$ cat config.mk
export PLATFORM = sky130hd
export DESIGN_NAME = mem_access_flat
export DESIGN_NICKNAME = d
export VERILOG_FILES = /design/src/rtl/mem_access_if.sv /design/src/rtl/mem_access.sv /design/src/flat_wrapper.sv
export SDC_FILE = /design/constraint.sdc
export NUM_CORES = 1
export LEC_CHECK = 0
export ABC_AREA = 1
export BUFFER_PORTS_ARGS = -buffer_cell sky130_fd_sc_hd__buf_2
export CAP_MARGIN = 20
export CORE_ASPECT_RATIO = 0.75
export CORE_UTILIZATION = 52
export CTS_CLUSTER_SIZE = 10
export DETAILED_ROUTE_END_ITERATION = 6
export PLACE_DENSITY_LB_ADDON = 0.25
export SYNTH_ARGS = -nofsm -noshare
export SYNTH_HDL_FRONTEND = slang
export SYNTH_SLANG_ARGS = --single-unit
export TNS_END_PERCENT = 5
$ cat constraint.sdc
create_clock -name clk -period 2.75 [get_ports clk]
set_clock_uncertainty 0.2 [all_clocks]
set_input_delay 0.55 -clock clk [delete_from_list [all_inputs] [get_ports clk]]
set_output_delay 0.55 -clock clk [all_outputs]
set_load 0.01 [all_outputs]
$ cat src/rtl/mem_access_if.sv
// Purpose: bundles the execute-side, data-bus and writeback signals of the
//          memory-access stage.
// Ports (by group):
//   ex_*    : instruction from execute (valid/ready handshake)
//   dreq_*  : data-bus request issued by the stage
//   dresp_* : data-bus response (addr_ok / data_ok / load data)
//   wb_*    : one-cycle writeback record toward the writeback stage
// Modports: slave = the mem_access stage, master = its environment.
interface mem_access_if;
  localparam int unsigned XLEN   = 64;
  localparam int unsigned RIDX_W = 5;
  localparam int unsigned OP_W   = 4;
  localparam int unsigned SIZE_W = 3;
  localparam int unsigned STRB_W = 8;

  logic              ex_valid;
  logic              ex_ready;
  logic [XLEN-1:0]   ex_result;
  logic [XLEN-1:0]   ex_store_data;
  logic [OP_W-1:0]   ex_mem_op;
  logic [RIDX_W-1:0] ex_rd;
  logic              ex_wen;

  logic              dreq_valid;
  logic [XLEN-1:0]   dreq_addr;
  logic [SIZE_W-1:0] dreq_size;
  logic [STRB_W-1:0] dreq_strobe;
  logic [XLEN-1:0]   dreq_data;

  logic              dresp_addr_ok;
  logic              dresp_data_ok;
  logic [XLEN-1:0]   dresp_data;

  logic              wb_valid;
  logic [RIDX_W-1:0] wb_rd;
  logic              wb_wen;
  logic [XLEN-1:0]   wb_data;
  logic              wb_misalign;

  modport slave (
    input  ex_valid, ex_result, ex_store_data, ex_mem_op, ex_rd, ex_wen,
    input  dresp_addr_ok, dresp_data_ok, dresp_data,
    output ex_ready,
    output dreq_valid, dreq_addr, dreq_size, dreq_strobe, dreq_data,
    output wb_valid, wb_rd, wb_wen, wb_data, wb_misalign
  );

  modport master (
    output ex_valid, ex_result, ex_store_data, ex_mem_op, ex_rd, ex_wen,
    output dresp_addr_ok, dresp_data_ok, dresp_data,
    input  ex_ready,
    input  dreq_valid, dreq_addr, dreq_size, dreq_strobe, dreq_data,
    input  wb_valid, wb_rd, wb_wen, wb_data, wb_misalign
  );
endinterface

$ cat src/rtl/mem_access.sv
// Purpose: memory-access pipeline stage. Passes non-memory results through,
//          issues aligned loads/stores on the data bus, aligns/extends load
//          data and emits exactly one writeback record per accepted op.
//          Misaligned accesses produce a fault record without a bus request.
// Ports:
//   clk   : clock, rising edge
//   reset : synchronous, active-low
//   bus   : mem_access_if.slave (ex_*, dreq_*, dresp_*, wb_* groups)
module mem_access (
  input  logic         clk,
  input  logic         reset,
  mem_access_if.slave  bus
);
  localparam int unsigned XLEN   = 64;
  localparam int unsigned RIDX_W = 5;
  localparam int unsigned SIZE_W = 3;
  localparam int unsigned STRB_W = 8;

  typedef enum logic [1:0] {IDLE, REQ, WAIT} state_t;

  state_t state, state_d;

  logic              dreq_valid_q, dreq_valid_d;
  logic [XLEN-1:0]   dreq_addr_q, dreq_addr_d;
  logic [SIZE_W-1:0] dreq_size_q, dreq_size_d;
  logic [STRB_W-1:0] dreq_strobe_q, dreq_strobe_d;
  logic [XLEN-1:0]   dreq_data_q, dreq_data_d;
  logic              wb_valid_q, wb_valid_d;
  logic [RIDX_W-1:0] wb_rd_q, wb_rd_d;
  logic              wb_wen_q, wb_wen_d;
  logic [XLEN-1:0]   wb_data_q, wb_data_d;
  logic              wb_misalign_q, wb_misalign_d;

  // Latched attributes of the in-flight access
  logic [RIDX_W-1:0] rd_q, rd_d;
  logic              wen_q, wen_d;
  logic              store_q, store_d;
  logic              signed_q, signed_d;

  // Opcode decode
  logic       op_mem, op_store, op_signed;
  logic [1:0] op_size;
  logic [2:0] ex_off;
  logic       aligned;

  assign ex_off = bus.ex_result[2:0];

  always_comb begin
    op_mem    = 1'b1;
    op_store  = 1'b0;
    op_signed = 1'b0;
    op_size   = 2'd0;
    case (bus.ex_mem_op)
      4'd1:    begin op_size = 2'd0; op_signed = 1'b1; end
      4'd2:    begin op_size = 2'd1; op_signed = 1'b1; end
      4'd3:    begin op_size = 2'd2; op_signed = 1'b1; end
      4'd4:    op_size = 2'd3;
      4'd5:    op_size = 2'd0;
      4'd6:    op_size = 2'd1;
      4'd7:    op_size = 2'd2;
      4'd8:    begin op_size = 2'd0; op_store = 1'b1; end
      4'd9:    begin op_size = 2'd1; op_store = 1'b1; end
      4'd10:   begin op_size = 2'd2; op_store = 1'b1; end
      4'd11:   begin op_size = 2'd3; op_store = 1'b1; end
      default: op_mem = 1'b0;
    endcase
  end

  // Offset must be a multiple of the access size
  always_comb begin
    case (op_size)
      2'd0:    aligned = 1'b1;
      2'd1:    aligned = (ex_off[0] == 1'b0);
      2'd2:    aligned = (ex_off[1:0] == 2'b00);
      default: aligned = (ex_off == 3'b000);
    endcase
  end

  // Byte-lane mask for the access size, before shifting to the offset
  logic [STRB_W-1:0] size_mask;
  always_comb begin
    case (op_size)
      2'd0:    size_mask = 8'h01;
      2'd1:    size_mask = 8'h03;
      2'd2:    size_mask = 8'h0F;
      default: size_mask = 8'hFF;
    endcase
  end

  // Load alignment and extension, using the held request address/size
  logic [XLEN-1:0] ld_shift;
  logic [XLEN-1:0] ld_value;
  always_comb begin
    ld_shift = bus.dresp_data >> {dreq_addr_q[2:0], 3'b000};
    case (dreq_size_q[1:0])
      2'd0:    ld_value = signed_q ? {{56{ld_shift[7]}},  ld_shift[7:0]}
                                   : {56'd0, ld_shift[7:0]};
      2'd1:    ld_value = signed_q ? {{48{ld_shift[15]}}, ld_shift[15:0]}
                                   : {48'd0, ld_shift[15:0]};
      2'd2:    ld_value = signed_q ? {{32{ld_shift[31]}}, ld_shift[31:0]}
                                   : {32'd0, ld_shift[31:0]};
      default: ld_value = ld_shift;
    endcase
  end

  assign bus.ex_ready = (state == IDLE);

  // Next-state and next-output logic
  always_comb begin
    state_d       = state;
    dreq_valid_d  = dreq_valid_q;
    dreq_addr_d   = dreq_addr_q;
    dreq_size_d   = dreq_size_q;
    dreq_strobe_d = dreq_strobe_q;
    dreq_data_d   = dreq_data_q;
    wb_valid_d    = 1'b0;
    wb_rd_d       = wb_rd_q;
    wb_wen_d      = wb_wen_q;
    wb_data_d     = wb_data_q;
    wb_misalign_d = wb_misalign_q;
    rd_d          = rd_q;
    wen_d         = wen_q;
    store_d       = store_q;
    signed_d      = signed_q;

    case (state)
      IDLE: begin
        if (bus.ex_valid) begin
          if (!op_mem) begin
            wb_valid_d    = 1'b1;
            wb_rd_d       = bus.ex_rd;
            wb_wen_d      = bus.ex_wen;
            wb_data_d     = bus.ex_result;
            wb_misalign_d = 1'b0;
          end else if (!aligned) begin
            wb_valid_d    = 1'b1;
            wb_rd_d       = bus.ex_rd;
            wb_wen_d      = 1'b0;
            wb_data_d     = bus.ex_result;
            wb_misalign_d = 1'b1;
          end else begin
            state_d       = REQ;
            dreq_valid_d  = 1'b1;
            dreq_addr_d   = bus.ex_result;
            dreq_size_d   = {1'b0, op_size};
            dreq_strobe_d = op_store ? STRB_W'(size_mask << ex_off) : '0;
            dreq_data_d   = op_store ? XLEN'(bus.ex_store_data << {ex_off, 3'b000}) : '0;
            rd_d          = bus.ex_rd;
            wen_d         = bus.ex_wen;
            store_d       = op_store;
            signed_d      = op_signed;
          end
        end
      end
      REQ: begin
        if (bus.dresp_addr_ok) begin
          dreq_valid_d = 1'b0;
          state_d      = bus.dresp_data_ok ? IDLE : WAIT;
        end
      end
      WAIT: begin
        if (bus.dresp_data_ok) begin
          state_d = IDLE;
        end
      end
      default: state_d = IDLE;
    endcase

    // Completion record (from REQ with same-cycle data_ok, or from WAIT)
    if ((state == REQ && bus.dresp_addr_ok && bus.dresp_data_ok) ||
        (state == WAIT && bus.dresp_data_ok)) begin
      wb_valid_d    = 1'b1;
      wb_rd_d       = rd_q;
      wb_misalign_d = 1'b0;
      wb_wen_d      = store_q ? 1'b0 : wen_q;
      wb_data_d     = store_q ? '0 : ld_value;
    end
  end

  // State and output registers
  always_ff @(posedge clk) begin
    if (!reset) begin
      state         <= IDLE;
      dreq_valid_q  <= 1'b0;
      dreq_addr_q   <= '0;
      dreq_size_q   <= '0;
      dreq_strobe_q <= '0;
      dreq_data_q   <= '0;
      wb_valid_q    <= 1'b0;
      wb_rd_q       <= '0;
      wb_wen_q      <= 1'b0;
      wb_data_q     <= '0;
      wb_misalign_q <= 1'b0;
      rd_q          <= '0;
      wen_q         <= 1'b0;
      store_q       <= 1'b0;
      signed_q      <= 1'b0;
    end else begin
      state         <= state_d;
      dreq_valid_q  <= dreq_valid_d;
      dreq_addr_q   <= dreq_addr_d;
      dreq_size_q   <= dreq_size_d;
      dreq_strobe_q <= dreq_strobe_d;
      dreq_data_q   <= dreq_data_d;
      wb_valid_q    <= wb_valid_d;
      wb_rd_q       <= wb_rd_d;
      wb_wen_q      <= wb_wen_d;
      wb_data_q     <= wb_data_d;
      wb_misalign_q <= wb_misalign_d;
      rd_q          <= rd_d;
      wen_q         <= wen_d;
      store_q       <= store_d;
      signed_q      <= signed_d;
    end
  end

  assign bus.dreq_valid  = dreq_valid_q;
  assign bus.dreq_addr   = dreq_addr_q;
  assign bus.dreq_size   = dreq_size_q;
  assign bus.dreq_strobe = dreq_strobe_q;
  assign bus.dreq_data   = dreq_data_q;
  assign bus.wb_valid    = wb_valid_q;
  assign bus.wb_rd       = wb_rd_q;
  assign bus.wb_wen      = wb_wen_q;
  assign bus.wb_data     = wb_data_q;
  assign bus.wb_misalign = wb_misalign_q;
endmodule

$ cat src/flat_wrapper.sv
// flat-port wrapper written by rule: the top's interface ports become plain ports
module mem_access_flat 
  (clk, reset, bus_ex_valid, bus_ex_result, bus_ex_store_data, bus_ex_mem_op, bus_ex_rd, bus_ex_wen, bus_dresp_addr_ok, bus_dresp_data_ok, bus_dresp_data, bus_ex_ready, bus_dreq_valid, bus_dreq_addr, bus_dreq_size, bus_dreq_strobe, bus_dreq_data, bus_wb_valid, bus_wb_rd, bus_wb_wen, bus_wb_data, bus_wb_misalign);
  mem_access_if bus_i ();
  input  logic clk;
  input  logic reset;
  input wire logic [$bits(bus_i.ex_valid)-1:0] bus_ex_valid;
  input wire logic [$bits(bus_i.ex_result)-1:0] bus_ex_result;
  input wire logic [$bits(bus_i.ex_store_data)-1:0] bus_ex_store_data;
  input wire logic [$bits(bus_i.ex_mem_op)-1:0] bus_ex_mem_op;
  input wire logic [$bits(bus_i.ex_rd)-1:0] bus_ex_rd;
  input wire logic [$bits(bus_i.ex_wen)-1:0] bus_ex_wen;
  input wire logic [$bits(bus_i.dresp_addr_ok)-1:0] bus_dresp_addr_ok;
  input wire logic [$bits(bus_i.dresp_data_ok)-1:0] bus_dresp_data_ok;
  input wire logic [$bits(bus_i.dresp_data)-1:0] bus_dresp_data;
  output wire logic [$bits(bus_i.ex_ready)-1:0] bus_ex_ready;
  output wire logic [$bits(bus_i.dreq_valid)-1:0] bus_dreq_valid;
  output wire logic [$bits(bus_i.dreq_addr)-1:0] bus_dreq_addr;
  output wire logic [$bits(bus_i.dreq_size)-1:0] bus_dreq_size;
  output wire logic [$bits(bus_i.dreq_strobe)-1:0] bus_dreq_strobe;
  output wire logic [$bits(bus_i.dreq_data)-1:0] bus_dreq_data;
  output wire logic [$bits(bus_i.wb_valid)-1:0] bus_wb_valid;
  output wire logic [$bits(bus_i.wb_rd)-1:0] bus_wb_rd;
  output wire logic [$bits(bus_i.wb_wen)-1:0] bus_wb_wen;
  output wire logic [$bits(bus_i.wb_data)-1:0] bus_wb_data;
  output wire logic [$bits(bus_i.wb_misalign)-1:0] bus_wb_misalign;
  assign bus_i.ex_valid = bus_ex_valid;
  assign bus_i.ex_result = bus_ex_result;
  assign bus_i.ex_store_data = bus_ex_store_data;
  assign bus_i.ex_mem_op = bus_ex_mem_op;
  assign bus_i.ex_rd = bus_ex_rd;
  assign bus_i.ex_wen = bus_ex_wen;
  assign bus_i.dresp_addr_ok = bus_dresp_addr_ok;
  assign bus_i.dresp_data_ok = bus_dresp_data_ok;
  assign bus_i.dresp_data = bus_dresp_data;
  assign bus_ex_ready = bus_i.ex_ready;
  assign bus_dreq_valid = bus_i.dreq_valid;
  assign bus_dreq_addr = bus_i.dreq_addr;
  assign bus_dreq_size = bus_i.dreq_size;
  assign bus_dreq_strobe = bus_i.dreq_strobe;
  assign bus_dreq_data = bus_i.dreq_data;
  assign bus_wb_valid = bus_i.wb_valid;
  assign bus_wb_rd = bus_i.wb_rd;
  assign bus_wb_wen = bus_i.wb_wen;
  assign bus_wb_data = bus_i.wb_data;
  assign bus_wb_misalign = bus_i.wb_misalign;
  mem_access u_core (.clk(clk), .reset(reset), .bus(bus_i));
endmodule
==> results.yml <==
setup_path:
  worstPathArrival_ns: 2.83
  critical_path_class: "flop to flop"
  required_ns: 2.97
  cp-end-kind: "flop"
  start_kind: "flop"
  worstPathMaxFanout: 14
clocking:
  tritoncts: "built"
  ctsLongestPathBuffers: 3
  cts_hold_buf: 0
  clkTransAtPathRegs_ns: 0.06
  clk_latency_ns: 0.54
  h-tree-depth: 1
  cts.sinks: 221
  cts_root_buf: "clkbuf_16"
  cts_made_buffers: 26
power:
  p_int_uw: 6020
  p_switching_uw: 3190
  ir_drop_mv: 0.527
  powerDensity_nw_per_um2: 567
  power_leakage_uw: 0.00822
  p_sw_frac: 0.346
  power_frac_clock: 0.328
  pwr-share-seq: 0.388
  pwr-share-comb: 0.285
detailed_routing:
  drtAntennaViolNets: 0
  via_per_inst: 5.69
  dr.first_iter.drc_count: 2183
  drc_errors: 0
  dr.pass1.iters: 7
  vias: 16300
  wire_per_inst_um: 18.7
  wirelength_um: 53600
global_routing:
  grt_pass1_vias: 14100
  grt_antenna_before_repair: 8
  grt_usage: 0.397
  grt_overflow: 0
  grt_pass1_wl_um: 79400
  grt_max_degree: 85
synth:
  yosys_register_bits: 221
  synth_nets: 2385
  syn-cell-area_um2: 13100
  ys_warn_count: 0
  synth.avg_cell_area_um2: 6.02
  syn_inst: 2178
  netlist-cell-type-count: 34
  ys_seq_area_frac: 0.338
timing:
  worst_slack_ns: 0.138
  rsz0062_at_grt: "false"
  finalHoldViolCount: 0
  fin_crit_sh: 0.950
  max_freq_mhz: 383
  slew_viol_final: 0
  timing.setup.tns_ns: 0
  setup_viol: 0
  whs_ns: 0.0221
  tightest_slew_ns: 0.887
  min_period_ns: 2.61
  relSlewSlack: 0.409
die:
  die_w_um: 185
  row_count: 49
  start_util: 0.539
  die_h_um: 140
  core_area_um2: 24300
  boundaryPins: 420
  dieArea_um2: 25900
job:
  cap_viol_max_count: 0
placed_design:
  gp_congestion: 1.11
  dp_hpwl_um: 39900
  placed_cell_area_um2: 15500
  numPortBuffers: 418
  place_ws_ns: 0.128
final_layout:
  drive_gt1_frac: 0.217
  syn_to_final_growth_pct: 23.9
  final_design_area_no_fill_um2: 16200
  fin_util: 0.668
  fin_nets: 2726
min_path:
  hold_class: "input port to flop"
status:
  outcome: "completed"
==> layout by cell type (no fill, tap or decap), types with 26 or more instances in the layout <==
cell         n
nand3_1    182
buf_2      418
inv_1      109
nand2_1    776
nand3b_1    49
clkbuf_16   26
dfxtp_1    219
buf_4       55
o21ai_0    149
a21oi_1    245
nor2_1     170
==> path summary, 6_finish.rpt <==
path | end | cells after the start | slack, ns | start
min reg2reg | u_core.rd_q[2] | 2 | 0.25 | u_core.rd_q[2]
min | u_core.state[1] | 2 | 0.02 | bus_dresp_data_ok
max reg2reg | u_core.bus.wb_data[12] | 12 | 0.14 | u_core.bus.dreq_addr[0]
max | u_core.bus.wb_data[12] | 12 | 0.14 | u_core.bus.dreq_addr[0]
==> routing by layer <==
metal | wire (um) | GRT usage | part of all wire | up-vias
met1 | 23200 | 0.571 | 0.43 | 7411
met3 | 7780 | 0.152 | 0.15 | 91
li1 | - | - | - | 7721
met5 | 0 | 0 | 0 | -
met2 | 21300 | 0.543 | 0.40 | 1055
met4 | 1360 | 0.110 | 0.025 | 0
==> cell families after synthesis <==
logic type	after synthesis	synth area share
AOI/OAI and AO/OA	447	0.180
buffers and inverters	296	0.0954
DFF	221	0.338
muxes	1	0.000764
other	1	0.000286
and+or+nand+nor	1212	0.387
==> area by class of cell <==
| type | instances | area (um^2) |
|---|---|---|
| timing repair buffer | 487 | 2790 |
| tap | 331 | 414 |
| clock buffer | 28 | 668 |
| clock inverter | 3 | 26.3 |
| inverter | 122 | 464 |
| multi-input combinational | 1661 | 7450 |
| antenna | 6 | 15.0 |
| fill | 2313 | 8090 |
| sequential | 221 | 4430 |
==> synth_stat cells, drive strengths merged <==
library cell | n | area, um^2
nand2 | 783 | 2970
a21oi | 246 | 1230
inv | 118 | 443
mux2i | 1 | 10.0
o21a | 7 | 52.6
nand3 | 186 | 951
nand4 | 3 | 18.8
o22ai | 7 | 43.8
a22o | 1 | 8.76
a211oi | 3 | 22.5
or2 | 4 | 25.0
clkbuf | 85 | 319
nand3b | 49 | 368
conb | 1 | 3.75
clkinv | 4 | 15.0
o21ai | 153 | 766
buf | 89 | 473
nor2 | 172 | 656
nor3b | 1 | 7.51
o211ai | 16 | 120
nor3 | 14 | 70.1
a22oi | 14 | 105
dfxtp | 221 | 4420
==> what timing repair did <==
action | 4_1_cts | 5_1_grt
setup buffers | 0 | 0
setup endpoints to repair | 0 | 6
gates resized for setup | 0 | 1
==> flip-flops by register name (all words and copies together), names as in the netlist, 2 cells and up <==
register,cells
u_core.bus.dreq_data,64
u_core.bus.dreq_size,2
u_core.bus.wb_data,64
u_core.bus.dreq_strobe,8
u_core.bus.wb_rd,5
u_core.bus.dreq_addr,64
u_core.rd_q,5
u_core.state,2
==> per-stage QoR <==
stage          power [uW]  instances
2_1_floorplan        5140       2178
5_1_grt              9590       2858
6_report             9200       2859
4_1_cts              9120       2853
3_5_place_dp         6130       2822
3_3_place_gp         6110       2822
==> critical path: stages, from the launching register on <==
cell	delay, ns
dfxtp_2	0.52
clkinvlp_4	0.30
buf_4	0.22
nand2_1	0.06
nand3_1	0.09
nand3_1	0.13
nand2_1	0.19
nand2_1	0.12
nand2_1	0.24
nand3_1	0.18
nand2_1	0.07
nor2_1	0.11
nor2_1	0.06
==> power by group through the flow <==
stage | Combinational, uW | Clock [uW] | Sequential (uW)
floorplan | 1430 | 0 | 3700
global placement | 2490 | 0 | 3620
detailed placement | 2510 | 0 | 3620
CTS | 2530 | 3030 | 3560
global route | 2840 | 3160 | 3580
finish | 2620 | 3020 | 3570
Note: power is estimated with default switching activity, not from simulation.
